===== src/rtl/instr_encoder_fifo.sv =====
// ALU request encoder feeding a small instruction FIFO.
// Illegal alu_op requests are consumed, dropped and flagged.
module instr_encoder_fifo #(
   parameter int DEPTH = 4,
   parameter int CNT_W = 16
) (
   input  logic                       clk,
   input  logic                       rst_n,
   input  logic                       req_valid,
   output logic                       req_ready,
   input  logic [2:0]                 req_alu_op,
   input  logic [2:0]                 req_rd,
   input  logic [2:0]                 req_rs1,
   input  logic [2:0]                 req_rs2,
   output logic                       instr_valid,
   input  logic                       instr_ready,
   output logic [18:0]                instr,
   output logic                       illegal_pulse,
   output logic [$clog2(DEPTH):0]     occupancy,
   output logic [CNT_W-1:0]           issued_count
);

   localparam int PTR_W = $clog2(DEPTH);
   localparam int OCC_W = PTR_W + 1;

   logic [18:0]      mem [DEPTH];
   logic [PTR_W-1:0] wr_ptr;
   logic [PTR_W-1:0] rd_ptr;
   logic [OCC_W-1:0] occ;

   logic             req_fire;
   logic             legal;
   logic             push;
   logic             pop;
   logic [18:0]      word;

   function automatic logic [4:0] opcode_of(input logic [1:0] op);
      logic [4:0] oc;
      oc = 5'b00000;
      unique case (op)
         2'b00: oc = 5'b00000;
         2'b01: oc = 5'b00001;
         2'b10: oc = 5'b00010;
         2'b11: oc = 5'b00011;
         default: oc = 5'b00000;
      endcase
      return oc;
   endfunction

   // Handshake decisions use registered occupancy only; no full bypass.
   assign req_ready   = (occ != OCC_W'(DEPTH));
   assign instr_valid = (occ != '0);
   assign req_fire    = req_valid && req_ready;
   assign legal       = !req_alu_op[2];
   assign push        = req_fire && legal;
   assign pop         = instr_valid && instr_ready;
   assign occupancy   = occ;

   assign word = {opcode_of(req_alu_op[1:0]),
                  req_rd, req_rs1, req_rs2, 5'b00000};

   assign instr = instr_valid ? mem[rd_ptr] : 19'h0;

   always_ff @(posedge clk) begin
      if (push) begin
         mem[wr_ptr] <= word;
      end
   end

   always_ff @(posedge clk or negedge rst_n) begin
      if (!rst_n) begin
         wr_ptr <= '0;
         rd_ptr <= '0;
         occ    <= '0;
      end else begin
         if (push) begin
            wr_ptr <= wr_ptr + 1'b1;
         end
         if (pop) begin
            rd_ptr <= rd_ptr + 1'b1;
         end
         unique case ({push, pop})
            2'b10:   occ <= occ + 1'b1;
            2'b01:   occ <= occ - 1'b1;
            default: occ <= occ;
         endcase
      end
   end

   always_ff @(posedge clk or negedge rst_n) begin
      if (!rst_n) begin
         illegal_pulse <= 1'b0;
         issued_count  <= '0;
      end else begin
         illegal_pulse <= req_fire && !legal;
         if (pop) begin
            issued_count <= issued_count + 1'b1;
         end
      end
   end

endmodule


===== config.mk =====
export PLATFORM = sky130hd
export DESIGN_NAME = instr_encoder_fifo
export DESIGN_NICKNAME = d
export VERILOG_FILES = /design/src/rtl/instr_encoder_fifo.sv
export SDC_FILE = /design/constraint.sdc
export NUM_CORES = 1
export LEC_CHECK = 0
export BUFFER_PORTS_ARGS = -buffer_cell sky130_fd_sc_hd__buf_2
export CORE_MARGIN = 10
export CORE_UTILIZATION = 57
export CTS_BUF_LIST = sky130_fd_sc_hd__clkbuf_8
export CTS_CLUSTER_DIAMETER = 120
export DETAILED_ROUTE_END_ITERATION = 16
export HOLD_SLACK_MARGIN = 0.05
export PLACE_DENSITY = 0.82
export SYNTH_ARGS = -nofsm -noshare
export SYNTH_HDL_FRONTEND = slang
export SYNTH_SLANG_ARGS = --single-unit

===== constraint.sdc =====
create_clock -name clk -period 2.45 [get_ports clk]
set_input_delay 0 -clock clk [delete_from_list [all_inputs] [get_ports clk]]
set_output_delay 0 -clock clk [all_outputs]
set_load 0.01 [all_outputs]

Word-level counts from Yosys, hierarchy flattened. Memories as Yosys holds them, arrays and structs flattened. Index checks and enable logic that the tools add are counted.

Memories kept: 1. Bits in writable memories: 56. Register bits after elaboration: 24. Input port bits: 16. Output and inout bits: 41.

Add/sub/neg operators: 5. Reductions and logical operators: 8. Equality and inequality tests: 6. Mux-type cells: 5.

Memory list: mem (words 4, width 14, rd ports 1, clocked after Yosys merged registers in 0, wr ports 1, RTL line 26) `logic [18:0] mem [DEPTH];`.

Operators by type and width (count): case mux 5 bit (4 select lines) (1); two-way mux 19 bit (1); adder 16 x 1 -> 16 bit (second input constant) (1); equality test 2 bit (second input constant) (3); case mux 3 bit (2 select lines) (1); adder 2 x 1 -> 2 bit (second input constant) (2); equality test 2 x 1 -> 1 bit (second input constant) (2); logical AND 1 bit (4); adder 3 x 1 -> 3 bit (second input constant) (1); != test 3 bit (second input constant) (1); nonzero test 3 bit (1); subtractor 3 x 1 -> 3 bit (second input constant) (1); logical NOT 2 bit (1); two-way mux 1 bit (2); nonzero test 2 bit (1); logical NOT 1 bit (1).

Depth between registers and ports, before layout.
Depth in word-level cells: 5. Gate-level depth with buffers: 10. Mapped depth without buffers: 10.

Worst setup path before layout. OpenSTA, ideal clock, no wires.

Kind: flip-flop to flip-flop. Start: register occ[0] (netlist: occupancy[0]). End: register occ[2] (netlist: occupancy[2]). Arrival: 2.082 ns. Stages on the path, launching flop included: 11. Path buffers: 0. Slack: 0.289 ns. Clock period less this slack: 2.161 ns. Cells stage by stage: dfrtp_1 or3b_1 nand2_1 nor2_2 inv_1 ha_1 inv_1 fa_1 xor2_1 nor2_1 xor2_1.

Cells in the longest elaborated chain, start to end: 5.

RTL lines: start: declaration (RTL line 29) `logic [OCC_W-1:0] occ;`; start signal: assignment (RTL line 83) `2'b10: occ <= occ + 1'b1;`; start signal: assignment (RTL line 84) `2'b01: occ <= occ - 1'b1;`; != test 3 bit (*) (RTL line 51) `assign req_ready = (occ != OCC_W'(DEPTH));`; via req_ready (RTL line 10) `output logic req_ready,`; logical AND 1 bit (*) (RTL line 53) `assign req_fire = req_valid && req_ready;`; logical AND 1 bit (*) (RTL line 55) `assign push = req_fire && legal;`; equality test 2 x 1 -> 1 bit / equality test 2 bit (equally long branches) (RTL line 82) `unique case ({push, pop})`; case mux 3 bit (2 select lines) / nonzero test 2 bit (equally long branches).

The timed path passes the listed nets; every way through them passes the cells marked *. A chain may end at the register's enable or synchronous reset.

Worst setup path in the final report.
Start: register occ[1] (netlist: occupancy[1]). End: register occ[2] (netlist: occupancy[2]).

Cells in the longest elaborated chain, start to end: 5.

RTL lines (RTL line): != test 3 bit (51); logical AND 1 bit (53); logical AND 1 bit (55); equality test 2 x 1 -> 1 bit / equality test 2 bit (equally long branches) (82); case mux 3 bit (2 select lines) / nonzero test 2 bit (equally long branches).

Several ways; a longest one is shown, not always the timed one.

==> impl_metrics.csv <==
group,metric,value,unit
run_status,run_status,"completed",
critical_path,critPathBufInv,2,
place,place_congestion,0.751,
die,die_h,91.3,µm
critical_path,timing.critical_path.fanout_max,7,
power_and_ir_drop,power.share.clock,25.4,%
clock_network,cts_num_sinks,68,
drt,drt_first_iter_violations,74,
sta,clock.fmax,0.441,GHz
place,detailed_place_hpwl,3700,µm
yosys,synth_xor_area_share,6.34,%
drt,detail_route.vias_per_cell,5.00,
yosys,post_synth_and_or_nand_nor_area_fraction,9.75,%
finish,final-instance-count-excl-fill,328,
finish,antenna-diode-count,0,
power_and_ir_drop,sw_frac_of_total,31.8,%
drt,route.final.wire_length,5460,µm
yosys,complex_gate_fraction_of_the_synthesized_area,0.734,%
finish,layout_cells_sized_above_1,32.6,%
place,place_inst,296,
die,die_x,91.3,µm
clock_network,clock_path_buffers,2,
critical_path,slowest_delay,0.45,ns
yosys,yosysWarningCount,0,
drt,wl_per_cell,16.6,µm
power_and_ir_drop,vdd_drop_max,0.775,mV
grt,grt_antenna_before_repair,0,
yosys,postSynthCellCount,186,
die,ioPinCount,57,
clock_network,number_of_buffers_inserted_during_clock_tree_synthesis,9,
sta,fin_setup_tns,0,ns
yosys,ys_seq_elements,68,
critical_path,setup.worst_path.class,"reg2reg",
grt,global_route.usage.total,14.0,%
sta,period_needed,2.27,ns
grt,pin_count_of_the_biggest_net_entering_global_routing,25,
yosys,post_synth.cell_area_avg,15.6,µm²
drt,vias,1641,
yosys,synth-adder-area-share,3.28,%
die,design.core.area,4820,µm²
critical_path,critical_path.top_delay_family,"simple AND/OR/NAND/NOR gates",
sta,worstMarginPinSlew,0.782,ns
critical_path,critical_path.endpoint_type,"flip-flop",
sta,skew,0.00703,ns
critical_path,worstSetupStartpointType,"flip-flop",
finish,areaGrowthSynthToFinish,22.4,%
yosys,synthMuxAreaShare,9.28,%
clock_network,clkTransAtPathRegs,0.07,ns
power_and_ir_drop,pwrdens,1070,nW/µm²
finish,design.final.nets,279,
yosys,dominant_combinational_cell_family_by_area_after_synthesis,"simple AND/OR/NAND/NOR gates",
grt,grt_first_pass_wirelength,9290,µm
finish,final.fill_count,316,
critical_path,ordered_cell_list_for_the_critical_path,"or3b_4 -> nand2_1 -> nor2_2 -> inv_1 -> ha_2 -> inv_1 -> fa_1 -> xor2_1 -> nor2_1 -> xor2_1",
sta,max-slew-margin-rel,47.9,%
yosys,unique_masters_post_synth,29,
power_and_ir_drop,cell_internal_pwr,2590,µW
sta,hold_ws,0.191,ns
drt,drt_drc_violations_left,0,
die,die_area,8340,µm²
yosys,synth_top_cell_by_area,"sky130_fd_sc_hd__edfxtp_1",
clock_network,postCtsSetupRepairBufs,0,
drt,drt-pass1-iter-count,4,
power_and_ir_drop,power.share.combinational,30.0,%
sta,report.final.slew_viol_count,0,
sta,timing.final.crit_share,92.5,%
clock_network,cts-htree-levels,3,
power_and_ir_drop,power.static_leakage,0.00147,µW
sta,unrepaired_setup_endpoints_after_global_routing,"no",
power_and_ir_drop,pwr-share-seq,44.5,%
clock_network,cts_root_buf,"sky130_fd_sc_hd__clkbuf_8",
hold_path,worst_hold_path_type,"in2async",
place,numPortBuffers,48,
yosys,netlist.area_leader.share,45.6,%
drt,antenna_left,0,
clock_network,tritoncts_clock_tree,"built",
clock_network,worst_skew_pair_latency,0.34,ns
yosys,sequential_area_share_after_synthesis,66.3,%
critical_path,worst_ep_required_time,2.71,ns
sta,finalHoldViolations,0,
critical_path,crit_path_top_delay_cell,"sky130_fd_sc_hd__dfrtp_2",
yosys,synth_area_leaders,"sky130_fd_sc_hd__edfxtp_1 (46%), sky130_fd_sc_hd__dfrtp_1 (21%), sky130_fd_sc_hd__mux4_2 (8.5%)",
critical_path,crit_path_dat,2.52,ns
flow_run,maxCapViolCount,0,
die,starting_density_of_the_core,60.2,%
grt,gr-total-overflow,0,
yosys,mappedNetlistArea,2900,µm²
power_and_ir_drop,power_switching,1210,µW
sta,setup_violations,0,
die,number_of_rows_in_the_core_area,25,
grt,grt_pass1_vias,1872,
[repair_timing]
item / 4_1_cts / 5_1_grt
gates resized for setup: 0 / 5
endpoints found under the hold margin: 73 / 0
hold buffers: 16 / 0
setup endpoints to repair: 0 / 1
[worst paths after layout]
| check | from | to | slack, ns | cells after the start |
|---|---|---|---|---|
| hold / removal | rst_n | issued_count[10] | 0.19 | 2 |
| setup reg to reg | occupancy[1] | occupancy[2] | 0.18 | 10 |
| max in group asynchronous | rst_n | occupancy[0] | 1.87 | 2 |
| setup / recovery | occupancy[1] | occupancy[2] | 0.18 | 10 |
| hold reg to reg | issued_count[15] | issued_count[15] | 0.48 | 1 |
| min in group clk | req_rd[0] | mem[0][6] | 0.41 | 2 |
[per-stage QoR]
step / worst slack, ns / power [µW] / area [µm²] / utilization (%)
global route: 0.0180 / 4040 / 3550 / 73.7
finish: 0.184 / 3800 / 3550 / 73.7
detailed placement: 0.214 / 2840 / 3170 / 65.9
floorplan: 0.289 / 2430 / 2930 / -
global placement: 0.339 / 2800 / 3170 / 65.9
CTS: 0.191 / 3820 / 3540 / 73.5
[worst reg2reg max path: cells and delay by family (launching register included)]
family	cells	cell delay [ns]
buffers and inverters	2	0.12
and+or+nand+nor	4	0.72
DFF	1	0.45
adders and majority gates	2	0.59
xor gates and xnor gates	2	0.31
[area by class of cell]
| class | instances | area (µm²) | area share [%] |
|---|---|---|---|
| repair buffers | 65 | 408 | 11.5 |
| clock buffers | 9 | 124 | 3.49 |
| multi-input cells | 102 | 887 | 25.0 |
| flip-flops and latches | 68 | 1930 | 54.3 |
| clock inverters | 7 | 82.6 | 2.33 |
| well taps | 67 | 83.8 | 2.36 |
| inverters | 10 | 37.5 | 1.06 |
[logic make-up (layout without fill, tap and decap cells)]
group | Yosys count | count (layout)
flops | 68 | 68
simple gates | 52 | 52
buf+inv | 23 | 91
xor+xnor | 21 | 21
mux | 13 | 13
fa+ha+maj | 7 | 7
other cells | 1 | 8
compound gates | 1 | 1
[power by group through the flow]
stage	combinational (µW)	sequential (µW)	clock, µW
after global routing	1270	1730	1030
after floorplan	784	1640	0
final	1140	1690	967
after detailed placement	1120	1720	0
after CTS	1150	1700	978
after global placement	1100	1700	0
[routing by layer]
layer,global-route usage (%),part of all wire (%),vias to the layer above
li1,-,-,787
met1,16.9,43,802
met2,22.3,50,44
met3,4.94,6.1,8
met4,6.27,1.6,0
met5,0,0,-
[layout by cell type, fill, tap and decap left out]
master                          count
sky130_fd_sc_hd__mux2_2             1
sky130_fd_sc_hd__xor2_1             5
sky130_fd_sc_hd__ha_2               1
sky130_fd_sc_hd__mux2i_1            1
sky130_fd_sc_hd__nor2_1             5
sky130_fd_sc_hd__bufinv_16          2
sky130_fd_sc_hd__nand2_1           13
sky130_fd_sc_hd__or3b_4             1
sky130_fd_sc_hd__and4_1             1
sky130_fd_sc_hd__mux4_2            11
sky130_fd_sc_hd__nor4_1             1
sky130_fd_sc_hd__xnor2_1           16
sky130_fd_sc_hd__nand4_1            4
sky130_fd_sc_hd__or4_4              1
sky130_fd_sc_hd__dfrtp_1           21
sky130_fd_sc_hd__buf_4              1
sky130_fd_sc_hd__inv_1             11
sky130_fd_sc_hd__fa_1               1
sky130_fd_sc_hd__nor2b_1           11
sky130_fd_sc_hd__nand3_1            4
sky130_fd_sc_hd__o31ai_4            1
sky130_fd_sc_hd__dfrtp_2            3
sky130_fd_sc_hd__edfxtp_1          44
sky130_fd_sc_hd__clkinv_1           1
sky130_fd_sc_hd__or2_2              1
sky130_fd_sc_hd__dlygate4sd3_1     16
sky130_fd_sc_hd__ha_1               5
sky130_fd_sc_hd__and3_1             2
sky130_fd_sc_hd__nor2_2             2
sky130_fd_sc_hd__conb_1             8
sky130_fd_sc_hd__and2_1             4
sky130_fd_sc_hd__clkbuf_8           9
sky130_fd_sc_hd__buf_2             48
sky130_fd_sc_hd__clkinv_2           3
sky130_fd_sc_hd__nor3_1             2
[state kept, by name (all words and copies together), names as in the netlist]
| name | flops |
|---|---|
| mem | 44 |
| issued_count | 16 |
| occupancy | 3 |
| rd_ptr | 2 |
| wr_ptr | 2 |
| illegal_pulse | 1 |
[cells in the mapped netlist]
cell type and n:
sky130_fd_sc_hd__and2_1 4, sky130_fd_sc_hd__and3_1 2, sky130_fd_sc_hd__and4_1 1, sky130_fd_sc_hd__buf_2 1, sky130_fd_sc_hd__buf_4 9, sky130_fd_sc_hd__clkbuf_1 3
sky130_fd_sc_hd__conb_1 1, sky130_fd_sc_hd__dfrtp_1 24, sky130_fd_sc_hd__edfxtp_1 44, sky130_fd_sc_hd__fa_1 1, sky130_fd_sc_hd__ha_1 6, sky130_fd_sc_hd__inv_1 10
sky130_fd_sc_hd__mux2_2 1, sky130_fd_sc_hd__mux2i_1 1, sky130_fd_sc_hd__mux4_2 11, sky130_fd_sc_hd__nand2_1 13, sky130_fd_sc_hd__nand3_1 4, sky130_fd_sc_hd__nand4_1 4
sky130_fd_sc_hd__nor2_1 5, sky130_fd_sc_hd__nor2_2 2, sky130_fd_sc_hd__nor2b_1 11, sky130_fd_sc_hd__nor3_1 2, sky130_fd_sc_hd__nor4_1 1, sky130_fd_sc_hd__o31ai_4 1
sky130_fd_sc_hd__or2_2 1, sky130_fd_sc_hd__or3b_1 1, sky130_fd_sc_hd__or4_4 1, sky130_fd_sc_hd__xnor2_1 16, sky130_fd_sc_hd__xor2_1 5
Power figures use the tool's default switching activity.
